`config.mk`:
```
export PLATFORM = sky130hd
export DESIGN_NAME = pixel_unpacker
export DESIGN_NICKNAME = d
export VERILOG_FILES = /design/src/rtl/pixel_unpacker.sv
export SDC_FILE = /design/constraint.sdc
export NUM_CORES = 1
export LEC_CHECK = 0
export ABC_AREA = 0
export CORE_ASPECT_RATIO = 1.5
export CORE_MARGIN = 1
export CORE_UTILIZATION = 28
export CTS_CLUSTER_SIZE = 10
export DETAILED_ROUTE_END_ITERATION = 12
export DONT_BUFFER_PORTS = 1
export MAX_ROUTING_LAYER = met4
export SYNTH_ARGS = -nofsm -noshare
export SYNTH_HDL_FRONTEND = slang
export SYNTH_SLANG_ARGS = --single-unit
```
`constraint.sdc`:
```
create_clock -name aclk -period 8.5 [get_ports aclk]
set_clock_uncertainty 0.05 [all_clocks]
set_input_delay 0 -clock aclk [delete_from_list [all_inputs] [get_ports aclk]]
set_output_delay 0 -clock aclk [all_outputs]
set_load 0.02 [all_outputs]
```
`src/rtl/pixel_unpacker.sv`:
```
// AXI4-Stream slave that unpacks 24bpp pixels (4 pixels per 3 x 32-bit words) into one
// {r,g,b} pixel per output handshake, with frame coordinates and framing error flags.
module pixel_unpacker #(
    parameter int unsigned SCREEN_WIDTH  = 640,
    parameter int unsigned SCREEN_HEIGHT = 480,
    parameter int unsigned COLOR_WIDTH   = 8
) (
    input  logic                   aclk,
    input  logic                   areset,
    input  logic [31:0]            in_stream_tdata,
    input  logic [3:0]             in_stream_tkeep,
    input  logic                   in_stream_tlast,
    input  logic                   in_stream_tuser,
    input  logic                   in_stream_tvalid,
    output logic                   in_stream_tready,
    output logic [COLOR_WIDTH-1:0] pix_r,
    output logic [COLOR_WIDTH-1:0] pix_g,
    output logic [COLOR_WIDTH-1:0] pix_b,
    output logic [15:0]            pix_x,
    output logic [15:0]            pix_y,
    output logic                   pix_sof,
    output logic                   pix_eol,
    output logic                   pix_valid,
    input  logic                   pix_ready,
    output logic                   frame_done,
    output logic                   err_sof,
    output logic                   err_line
);

    typedef enum logic [1:0] {PH0, PH1, PH2, EMIT3} state_t;

    localparam logic [15:0] X_LAST = 16'(SCREEN_WIDTH - 1);
    localparam logic [15:0] X_PRE  = 16'(SCREEN_WIDTH - 2);
    localparam logic [15:0] Y_LAST = 16'(SCREEN_HEIGHT - 1);

    state_t      state;
    state_t      dec;
    logic [15:0] carry;
    logic [23:0] p3;
    logic        p3_close;
    logic [15:0] nx;
    logic [15:0] ny;

    logic        out_free;
    logic        accept;
    logic        load;
    logic [23:0] ld_data;
    logic        ld_close;
    logic [15:0] ld_x;
    logic [15:0] ld_y;
    logic        line_end;
    logic        tlast_err;
    logic        sof_err;
    logic        unused_tkeep;

    assign unused_tkeep = ^in_stream_tkeep;

    always_comb begin
        out_free         = !pix_valid || pix_ready;
        in_stream_tready = !areset && (state != EMIT3) && out_free;
        accept           = in_stream_tvalid && in_stream_tready;
        // A tuser word always restarts the group, whatever phase we were in.
        dec              = in_stream_tuser ? PH0 : state;

        load     = 1'b0;
        ld_data  = '0;
        ld_close = 1'b0;
        if (state == EMIT3) begin
            load     = out_free;
            ld_data  = p3;
            ld_close = p3_close;
        end else if (accept) begin
            load     = 1'b1;
            ld_close = in_stream_tlast;
            case (dec)
                PH1:     ld_data = {in_stream_tdata[15:0], carry[7:0]};
                PH2: begin
                    ld_data  = {in_stream_tdata[7:0], carry};
                    ld_close = 1'b0;
                end
                default: ld_data = in_stream_tdata[23:0];
            endcase
        end

        ld_x     = (accept && in_stream_tuser) ? '0 : nx;
        ld_y     = (accept && in_stream_tuser) ? '0 : ny;
        line_end = ld_close || (ld_x == X_LAST);

        // In PH2 the word's P3 is pixel W-1 exactly when P2 sits at W-2.
        tlast_err = accept && ((dec == PH2) ? (in_stream_tlast != (ld_x == X_PRE))
                                            : in_stream_tlast);
        sof_err   = accept && in_stream_tuser &&
                    !((state == PH0) && (nx == '0) && (ny == '0));
    end

    always_ff @(posedge aclk) begin
        if (areset) begin
            state      <= PH0;
            carry      <= '0;
            p3         <= '0;
            p3_close   <= 1'b0;
            nx         <= '0;
            ny         <= '0;
            pix_valid  <= 1'b0;
            pix_r      <= '0;
            pix_g      <= '0;
            pix_b      <= '0;
            pix_x      <= '0;
            pix_y      <= '0;
            pix_sof    <= 1'b0;
            pix_eol    <= 1'b0;
            frame_done <= 1'b0;
            err_sof    <= 1'b0;
            err_line   <= 1'b0;
        end else begin
            frame_done <= pix_valid && pix_ready && (pix_x == X_LAST) && (pix_y == Y_LAST);

            if (load) begin
                pix_valid <= 1'b1;
                pix_r     <= COLOR_WIDTH'(ld_data[23:16]);
                pix_g     <= COLOR_WIDTH'(ld_data[15:8]);
                pix_b     <= COLOR_WIDTH'(ld_data[7:0]);
                pix_x     <= ld_x;
                pix_y     <= ld_y;
                pix_sof   <= (ld_x == '0) && (ld_y == '0);
                pix_eol   <= line_end;
                if (line_end) begin
                    nx <= '0;
                    ny <= (ld_y == Y_LAST) ? '0 : ld_y + 16'd1;
                end else begin
                    nx <= ld_x + 16'd1;
                    ny <= ld_y;
                end
            end else if (pix_ready) begin
                pix_valid <= 1'b0;
            end

            if (accept) begin
                case (dec)
                    PH1: begin
                        carry <= in_stream_tdata[31:16];
                        state <= in_stream_tlast ? PH0 : PH2;
                    end
                    PH2: begin
                        p3       <= in_stream_tdata[31:8];
                        p3_close <= in_stream_tlast;
                        state    <= EMIT3;
                    end
                    default: begin
                        carry <= {8'h00, in_stream_tdata[31:24]};
                        state <= in_stream_tlast ? PH0 : PH1;
                    end
                endcase
            end else if ((state == EMIT3) && out_free) begin
                state <= PH0;
            end

            if (tlast_err) err_line <= 1'b1;
            if (sof_err)   err_sof  <= 1'b1;
        end
    end

endmodule

```
==> impl_results.md, run 1 <==
* Post-synthesis simple-gate area fraction at 0.257
* Syn Area/Cell at 8.03 sq um
* Multiplexer share of the synthesized area at 0.0146
* Post-synth EDFFs at 0
* Post-synth ARST share at 0
* Final cycle utilization of the critical path at 0.424
* Worst Setup End Kind: flop
* DP HPWL at 12.5 mm
* Initial DRC Count at 671
* Part of the Yosys area used for sequential elements at 0.440
* Nets at 827
* DRT antenna net count at 0
* Outcome: completed
* Largest area contributor in the netlist: dfxtp_1
* RSZ-0062 raised after global routing: no
* Vias/cell at 5.53
* Fin. max-slew vios at 0
* Starting Density at 0.286
* Hold Vio Cnt, Final at 0
* Die X-Extent at 124 microns
* Startpoint Class: flop
* Area of the multi-input gates at 3220 sq um
* Std-Cell Core Area at 21800 sq um
* TritonCTS Buffers at 17
* Final Hold Slack at 6.13 ps
* PD cells at 211 nW/um^2
* GR Overflow Total at 0
* Power share of the clock group at 0.506
* Worst-margin pin slew at 1050 ps
* Antenna violations before repair at 1
* Comb power frac at 0.067
* DR pass1 iterations at 5
* Final WL at 19.2 mm
* Share of cells above drive strength 1 at 0.0681
* Switching share of total power at 0.243
* Final Critical Period at 3600 ps
* Yosys warns at 0
* Final number of setup-violating endpoints at 0
* Max FO, Critical Path at 15
* Clk slew on worst S/H paths at 60 ps
* CTS tree: built
* Max-cap viol count at 0
* NetSw at 0.382 mW
* Slew HR at 0.297
* Largest cells by area after synthesis: dfxtp_1 (44%), nand2_1 (7.5%), a21oi_1 (5.7%)
* Arr. time, crit path at 3820 ps
* Routed via count at 5896
* IO Port Bufs at 0
* Row count at 66
* CTS Buffer Depth at 2
* P_int at 1.19 mW
* Synth Net Count at 824
* Worst Hold Class: primary input to flop
* Area after DPL at 6400 sq um
* Final instance area at 7450 sq um
* Main combinational cell family by area after synthesis: simple AND/OR/NAND/NOR gates
* Reg power frac at 0.427
* CP required at 8720 ps
* VDD IR-drop max at 0.145 mV
* Number of filler cells placed in the layout at 2314
* Number of synthesized register bits at 137
* FMAX at 278 MHz
* Share of the synthesized area in the top cell type at 0.440
* Synth Area in Compound Gates at 0.228
* DRC Markers at 0
* Xor/xnor share of the synthesized area at 0.00421
* Vias in the first global route at 5487
* Die Ht at 185 microns
* Register Area at 2740 sq um
* Io pins at 105
* Worst setup path class: flop to flop
* Post-Synth Adder-Cell Area at 0.0100
* Layout area overhead at 19.4%
* Largest net degree at the start of global routing at 137
* Routability cong. at 0.836
* Post-route setup TNS at 0 ps
* Prevailing post-synth register cell: dfxtp_1
* Worst skew pair latency at 420 ps
* CTS sink count at 137
* Synth cell types at 55
* Post-CTS setup buffer count at 0
* Die area at 22900 sq um
* DR WL/cell at 18.0 microns
* P_leak at 2.50 nW
* # H-tree levels at 4
* GR Util All Layers at 0.175
* Clock root buffer master: clkbuf_16
* Synthesized cell area at 6240 sq um
* Global-route wire length before repair at 29.8 mm
* Mapped Cells at 777
-- cell usage after synthesis (all sizes together), types with 4 or more instances --
cell type and number:
nor2 88, or4 9, and2 4, nand2b 6
nand2 125, ha 5, a211oi 10, and3 7
nor4 14, nand3b 6, a22oi 44, a221oi 8
nand4b 5, o22ai 4, inv 10, a21oi 71
nor3 16, dfxtp 137, a222oi 16, nand4 13
a31oi 7, nand3 29, clkbuf 54, a22o 9
buf 10, o21ai 35, mux2i 8
-- routing by layer --
layer	wire (microns)	global-route usage
met2	9800	0.290
met3	1010	0.0406
met1	7990	0.206
met4	364	0.0607
met5	0	-
-- critical path, stage by stage (launching register included) --
cell and delay, ps:
dfxtp_1 510, nand2b_1 210, nand3_1 190, nand2_1 160
inv_1 130, ha_1 220, nand2_1 70, a31oi_1 440
nand4_4 260, nand2_1 550, nor2_1 270, a31oi_1 280
a21oi_1 100
-- layout make-up --
type	instances	area share
antenna	1	0.000336
clock inverter	14	0.0260
timing repair buffer	48	0.0638
multi-input combinational	566	0.432
inverter	10	0.00504
sequential	137	0.368
tap	272	0.0457
clock buffer	18	0.0590
-- kinds of logic (layout without fill, tap and decap cells) --
logic type | after synthesis | count (layout)
simple gates | 335 | 335
compound gates | 214 | 214
flops | 137 | 137
buf+inv | 74 | 90
mux | 9 | 9
fa+ha+maj | 5 | 5
xor+xnor | 3 | 3
other cells | 0 | 1
-- worst paths after layout --
kind                 startpoint       end  slack (ps)  depth (start not counted)
max                   pix_valid     nx[5]        4900                         12
min          in_stream_tdata[2]  pix_g[2]           6                          4
max reg2reg           pix_valid     nx[5]        4900                         12
min reg2reg              p3[22]    p3[22]         400                          2
-- sequential cells by signal (all words and copies together), names as in the netlist --
register,flops
pix_y,16
pix_b,8
err_line,1
p3_close,1
frame_done,1
ny,16
err_sof,1
pix_g,8
p3,24
pix_x,16
carry,16
nx,16
pix_valid,1
pix_eol,1
pix_sof,1
state,2
pix_r,8
-- power groups by stage --
stage	Clock, mW	Combinational, mW	Sequential (mW)
after detailed placement	0	0.0727	0.687
after floorplan	0	0.0644	0.682
after global routing	0.835	0.115	0.674
after CTS	0.809	0.105	0.673
after global placement	0	0.0722	0.687
final	0.796	0.105	0.672
-- placed cells by master, fill, tap and decap left out, types with 6 or more instances in the layout --
master / count
a221oi_1: 8
a22oi_1: 43
dfxtp_1: 137
nand2b_1: 6
a31oi_1: 7
nor4_1: 13
or4_1: 7
nor2_1: 86
nor3_1: 16
nand3_1: 29
clkbuf_16: 17
o21ai_0: 34
buf_4: 9
nand4_1: 12
dlygate4sd3_1: 38
inv_1: 10
nand3b_1: 6
mux2i_1: 8
nand2_1: 124
a211oi_1: 9
a22o_1: 9
and3_1: 7
a222oi_1: 16
a21oi_1: 70
-- repair_timing --
| action | 4_1_cts | 5_1_grt |
|---|---|---|
| hold buffers | 39 | 0 |
| gates resized for setup | 0 | 0 |
| hold endpoints to repair | 137 | 0 |
-- stage by stage --
stage                     power [mW]  worst slack, ps   util  std cells
final                           1.57             4900  0.342       1066
after global routing            1.62             4610  0.342       1066
after CTS                       1.59             4930  0.342       1065
after detailed placement       0.760             4960  0.294        994
after global placement         0.759             5000  0.294        994
after floorplan                0.746             5400      -        777
(Power assumes the default switching activity.)
==> inputs of run 2 (changes only) <==
==> constraint.sdc (replaced) <==
create_clock -name aclk -period 3.4 [get_ports aclk]
set_clock_uncertainty 0.05 [all_clocks]
set_input_delay 0 -clock aclk [delete_from_list [all_inputs] [get_ports aclk]]
set_output_delay 0 -clock aclk [all_outputs]
set_load 0.02 [all_outputs]
==> impl_results.md, run 2 (synthesized netlist as in run 1, its figures left out) <==
* Tot Pwr at 3.96 mW
* Worst setup path class: flop to flop
* Worst skew pair latency at 430 ps
* CTS tree: built
* Max FFs per register at 24
* Final Hold Slack at -5.99 ps
* Share of cells above drive strength 1 at 0.0749
* Die area at 22900 sq um
* Commonest cells after routing, fill and taps aside: dfxtp_1 (137), nand2_1 (124), nor2_1 (86)
* PD cells at 527 nW/um^2
* IO Port Bufs at 0
* Antenna violations before repair at 0
* Final cycle utilization of the critical path at 0.911
* DRT antenna net count at 0
* Final instance area at 7510 sq um
* CP required at 3690 ps
* Area after DPL at 6460 sq um
* # hold bufs at CTS at 39
* RSZ-0062 raised after global routing: no
* Hold Vio Cnt, Final at 1
* Largest net degree at the start of global routing at 137
* Max-cap viol count at 0
* Reg power frac at 0.424
* CTS sink count at 137
* Nets at 835
* Worst Hold Class: primary input to flop
* Worst-margin pin slew at 997 ps
* # H-tree levels at 4
* Vias in the first global route at 5498
* Fin. max-slew vios at 0
* Std-Cell Core Area at 21800 sq um
* Max FO, Critical Path at 9
* NetSw at 0.933 mW
* Initial DRC Count at 660
* DR WL/cell at 18.3 microns
* DRC Markers at 0
* Routed via count at 5967
* CTS resizes at 0
* Io pins at 105
* Final WL at 19.7 mm
* CTS Buffer Depth at 2
* Final Critical Period at 3100 ps
* TritonCTS Buffers at 17
* Outcome: finished with violations
* Routability cong. at 0.829
* FMAX at 323 MHz
* Starting Density at 0.286
* Arr. time, crit path at 3390 ps
* Slew HR at 0.334
* Clk slew on worst S/H paths at 60 ps
* Switching share of total power at 0.236
* P_int at 3.02 mW
* Die X-Extent at 124 microns
* Startpoint Class: flop
* Comb power frac at 0.069
* Biggest register: p3
* Vias/cell at 5.56
* VDD IR-drop max at 0.336 mV
* DP HPWL at 12.8 mm
* DR pass1 iterations at 9
* Post-route setup TNS at 0 ps
* Row count at 66
* Post-CTS setup buffer count at 0
* Worst Setup End Kind: flop
* P_leak at 2.55 nW
* Power share of the clock group at 0.507
* N_diodes at 0
* Final number of setup-violating endpoints at 0
* Global-route wire length before repair at 30.1 mm
* GR Overflow Total at 0
* Failing checks: hold timing
* Clock root buffer master: clkbuf_16
* Layout area overhead at 20.4%
* GR Util All Layers at 0.177
* Most common cell after layout, fill and taps aside: dfxtp_1
* Die Ht at 185 microns
==> run 2: changes by cell type in the layout (fill, tap and decap cells not counted), moves of 2 or more <==
cell	change
clkinvlp_4	-2
clkbuf_8	+2
inv_6	-2
buf_4	+8
clkbuf_1	+2
==> run 2: worst paths after layout <==
check,slack [ps],end,cells after the start,startpoint
worst max-delay path,300,nx[8],14,state[1]
worst min-delay path,-6,pix_r[0],4,in_stream_tdata[0]
worst max register to register,300,nx[8],14,state[1]
worst min register to register,400,p3[14],2,p3[14]
==> run 2: layer usage <==
layer / wire [microns] / vias to the layer above / share of wire / GRT usage
met2: 10100 / 191 / 0.51 / 0.295
met1: 8230 / 2905 / 0.42 / 0.206
met5: 0 / - / 0 / -
met3: 1200 / 10 / 0.061 / 0.0493
li1: - / 2861 / - / -
met4: 184 / 0 / 0.0094 / 0.0472
==> run 2: metrics by stage <==
step | setup WS, ps | hold slack, ps | util | cells
after floorplan | 303 | 86.0 | - | 777
after global placement | 462 | 30.2 | 0.297 | 1002
after global routing | 39.7 | 19.3 | 0.345 | 1073
final | 303 | -5.99 | 0.345 | 1073
after CTS | 377 | 1.16 | 0.345 | 1073
after detailed placement | 416 | 31.4 | 0.297 | 1002
==> run 2: critical path, stage by stage (launching register included) <==
cell and delay [ps]:
dfxtp_1 340, nand2_1 200, nand3_1 240, nand2_1 210
inv_1 80, ha_1 240, nand2_1 80, a31oi_1 40
buf_4 170, nand4_4 130, nand2_1 190, buf_4 240
nor2_1 400, nand2_1 120, a311oi_1 260
==> run 2: layout make-up <==
cell class                      instances  area, sq um
Clock buffer                           22          474
Clock inverter                         10          165
Fill cell                            2266        14300
Inverter                               10         37.5
Multi-Input combinational cell        566         3220
Sequential cell                       137         2740
Tap cell                              272          340
Timing Repair Buffer                   56          536
==> run 2: power by group through the flow <==
stage	combinational [mW]	clock, mW	sequential, mW
final	0.272	2.01	1.68
after global placement	0.188	0	1.72
after global routing	0.295	2.10	1.68
after detailed placement	0.189	0	1.72
after CTS	0.270	2.04	1.68
after floorplan	0.161	0	1.71
==> inputs of run 3 (changes only) <==
--- a/config.mk
+++ b/config.mk
@@ -13,6 +13,7 @@
 export DETAILED_ROUTE_END_ITERATION = 12
 export DONT_BUFFER_PORTS = 1
 export MAX_ROUTING_LAYER = met4
+export PLACE_DENSITY = 0.5
 export SYNTH_ARGS = -nofsm -noshare
 export SYNTH_HDL_FRONTEND = slang
 export SYNTH_SLANG_ARGS = --single-unit
==> impl_results.md, run 3 (synthesized netlist as in run 1, its figures left out) <==
* # H-tree levels at 4
* CTS Buffer Depth at 2
* RSZ-0062 raised after global routing: no
* GR Util All Layers at 0.191
* R2R setup slack at 490 ps
* Hold Vio Cnt, Final at 0
* Starting Density at 0.286
* Initial DRC Count at 499
* Largest net degree at the start of global routing at 137
* Max FFs per register at 24
* FMAX at 343 MHz
* Post-CTS setup buffer count at 0
* Nets at 834
* VDD IR-drop max at 0.310 mV
* Arr. time, crit path at 3170 ps
* Max-cap viol count at 0
* Most common cell after layout, fill and taps aside: dfxtp_1
* Startpoint Class: flop
* PD cells at 520 nW/um^2
* Worst skew pair latency at 430 ps
* P_leak at 2.52 nW
* Worst hold start: in_stream_tdata[10]
* Std-Cell Core Area at 21800 sq um
* DP HPWL at 13.5 mm
* Hold Path End: pix_r[2]
* Post-route setup TNS at 0 ps
* Clock root buffer master: clkbuf_16
* Max FO, Critical Path at 6
* Routed via count at 5878
* Die X-Extent at 124 microns
* DR pass1 iterations at 5
* Vias in the first global route at 5634
* Layout area overhead at 20.2%
* Final Critical Period at 2910 ps
* Outcome: completed
* Biggest register: p3
* Die Ht at 185 microns
* Antenna violations before repair at 1
* Io pins at 105
* Number of filler cells placed in the layout at 2321
* Post-Place Worst Slack at 497 ps
* Worst r2r src: pix_valid
* Commonest cells after routing, fill and taps aside: dfxtp_1 (137), nand2_1 (124), nor2_1 (86)
* TritonCTS Buffers at 17
* Share of cells above drive strength 1 at 0.0750
* CTS sink count at 137
* DRT antenna net count at 0
* Row count at 66
* Worst-margin pin slew at 868 ps
* Final WL at 20.7 mm
* Worst Slack Setup Final at 488 ps
* CP required at 3660 ps
* DR WL/cell at 19.3 microns
* Hold Path Stages at 4
* Global-route wire length before repair at 32.1 mm
* Worst setup path class: flop to flop
* Worst Hold Class: primary input to flop
* Die area at 22900 sq um
* Worst Setup End Kind: flop
* IO Port Bufs at 0
* Vias/cell at 5.48
* GR Overflow Total at 0
* CTS tree: built
* Reg2reg end: ny[13]
* R2R depth at 12
* # hold bufs at CTS at 37
* CTS resizes at 0
* Clk slew on worst S/H paths at 60 ps
* Final cycle utilization of the critical path at 0.857
* DRC Markers at 0
* Final number of setup-violating endpoints at 0
* Slew HR at 0.417
* Routability cong. at 0.800
* Fin. max-slew vios at 0
[run 3: per-layer routing]
layer | wire [microns] | GRT usage | share of wire
met5 | 0 | - | 0
met4 | 359 | 0.0680 | 0.017
met3 | 925 | 0.0348 | 0.045
met2 | 10800 | 0.326 | 0.52
met1 | 8570 | 0.221 | 0.41
[run 3: metrics by stage]
stage | instances | cell area [sq um] | hold WS [ps] | power (mW) | util
after CTS | 1072 | 7500 | 0.717 | 3.95 | 0.344
after floorplan | 777 | 6240 | 86.0 | 1.87 | -
after global routing | 1073 | 7500 | 36.3 | 4.02 | 0.344
final | 1073 | 7500 | 2.47 | 3.90 | 0.344
after global placement | 1003 | 6490 | 31.0 | 1.91 | 0.298
after detailed placement | 1003 | 6490 | 32.9 | 1.91 | 0.298
[run 3: worst max path at each step]
stage | start | to | cells past startpoint
after floorplan | pix_valid | ny[6] | 13
after detailed placement | pix_valid | ny[13] | 12
final | pix_valid | ny[13] | 12
after global routing | pix_valid | ny[13] | 12
after global placement | pix_valid | ny[13] | 12
after CTS | pix_valid | ny[13] | 12
[run 3: report_power, final]
group	internal [mW]	switching (mW)
Clock	1.22	0.730
Combinational	0.0977	0.172
Sequential	1.63	0.0476
[run 3: worst max-delay path, cell delays in order, from the launching register on]
cell	delay, ps
dfxtp_1	490
nand2b_1	140
nand3_1	140
and2_1	220
ha_1	230
nand2_1	70
a31oi_1	160
buf_4	170
nand4_4	160
a211oi_1	560
nand3_1	160
a21oi_1	170
o21ai_0	80
[run 3: final cells by class]
| type | instances | area [sq um] | area share |
|---|---|---|---|
| Sequential cell | 137 | 2740 | 0.366 |
| Clock inverter | 9 | 139 | 0.0185 |
| Multi-Input combinational cell | 566 | 3220 | 0.430 |
| Antenna cell | 1 | 2.50 | 0.000334 |
| Tap cell | 272 | 340 | 0.0454 |
| Timing Repair Buffer | 55 | 536 | 0.0714 |
| Inverter | 10 | 37.5 | 0.00501 |
| Clock buffer | 23 | 478 | 0.0637 |
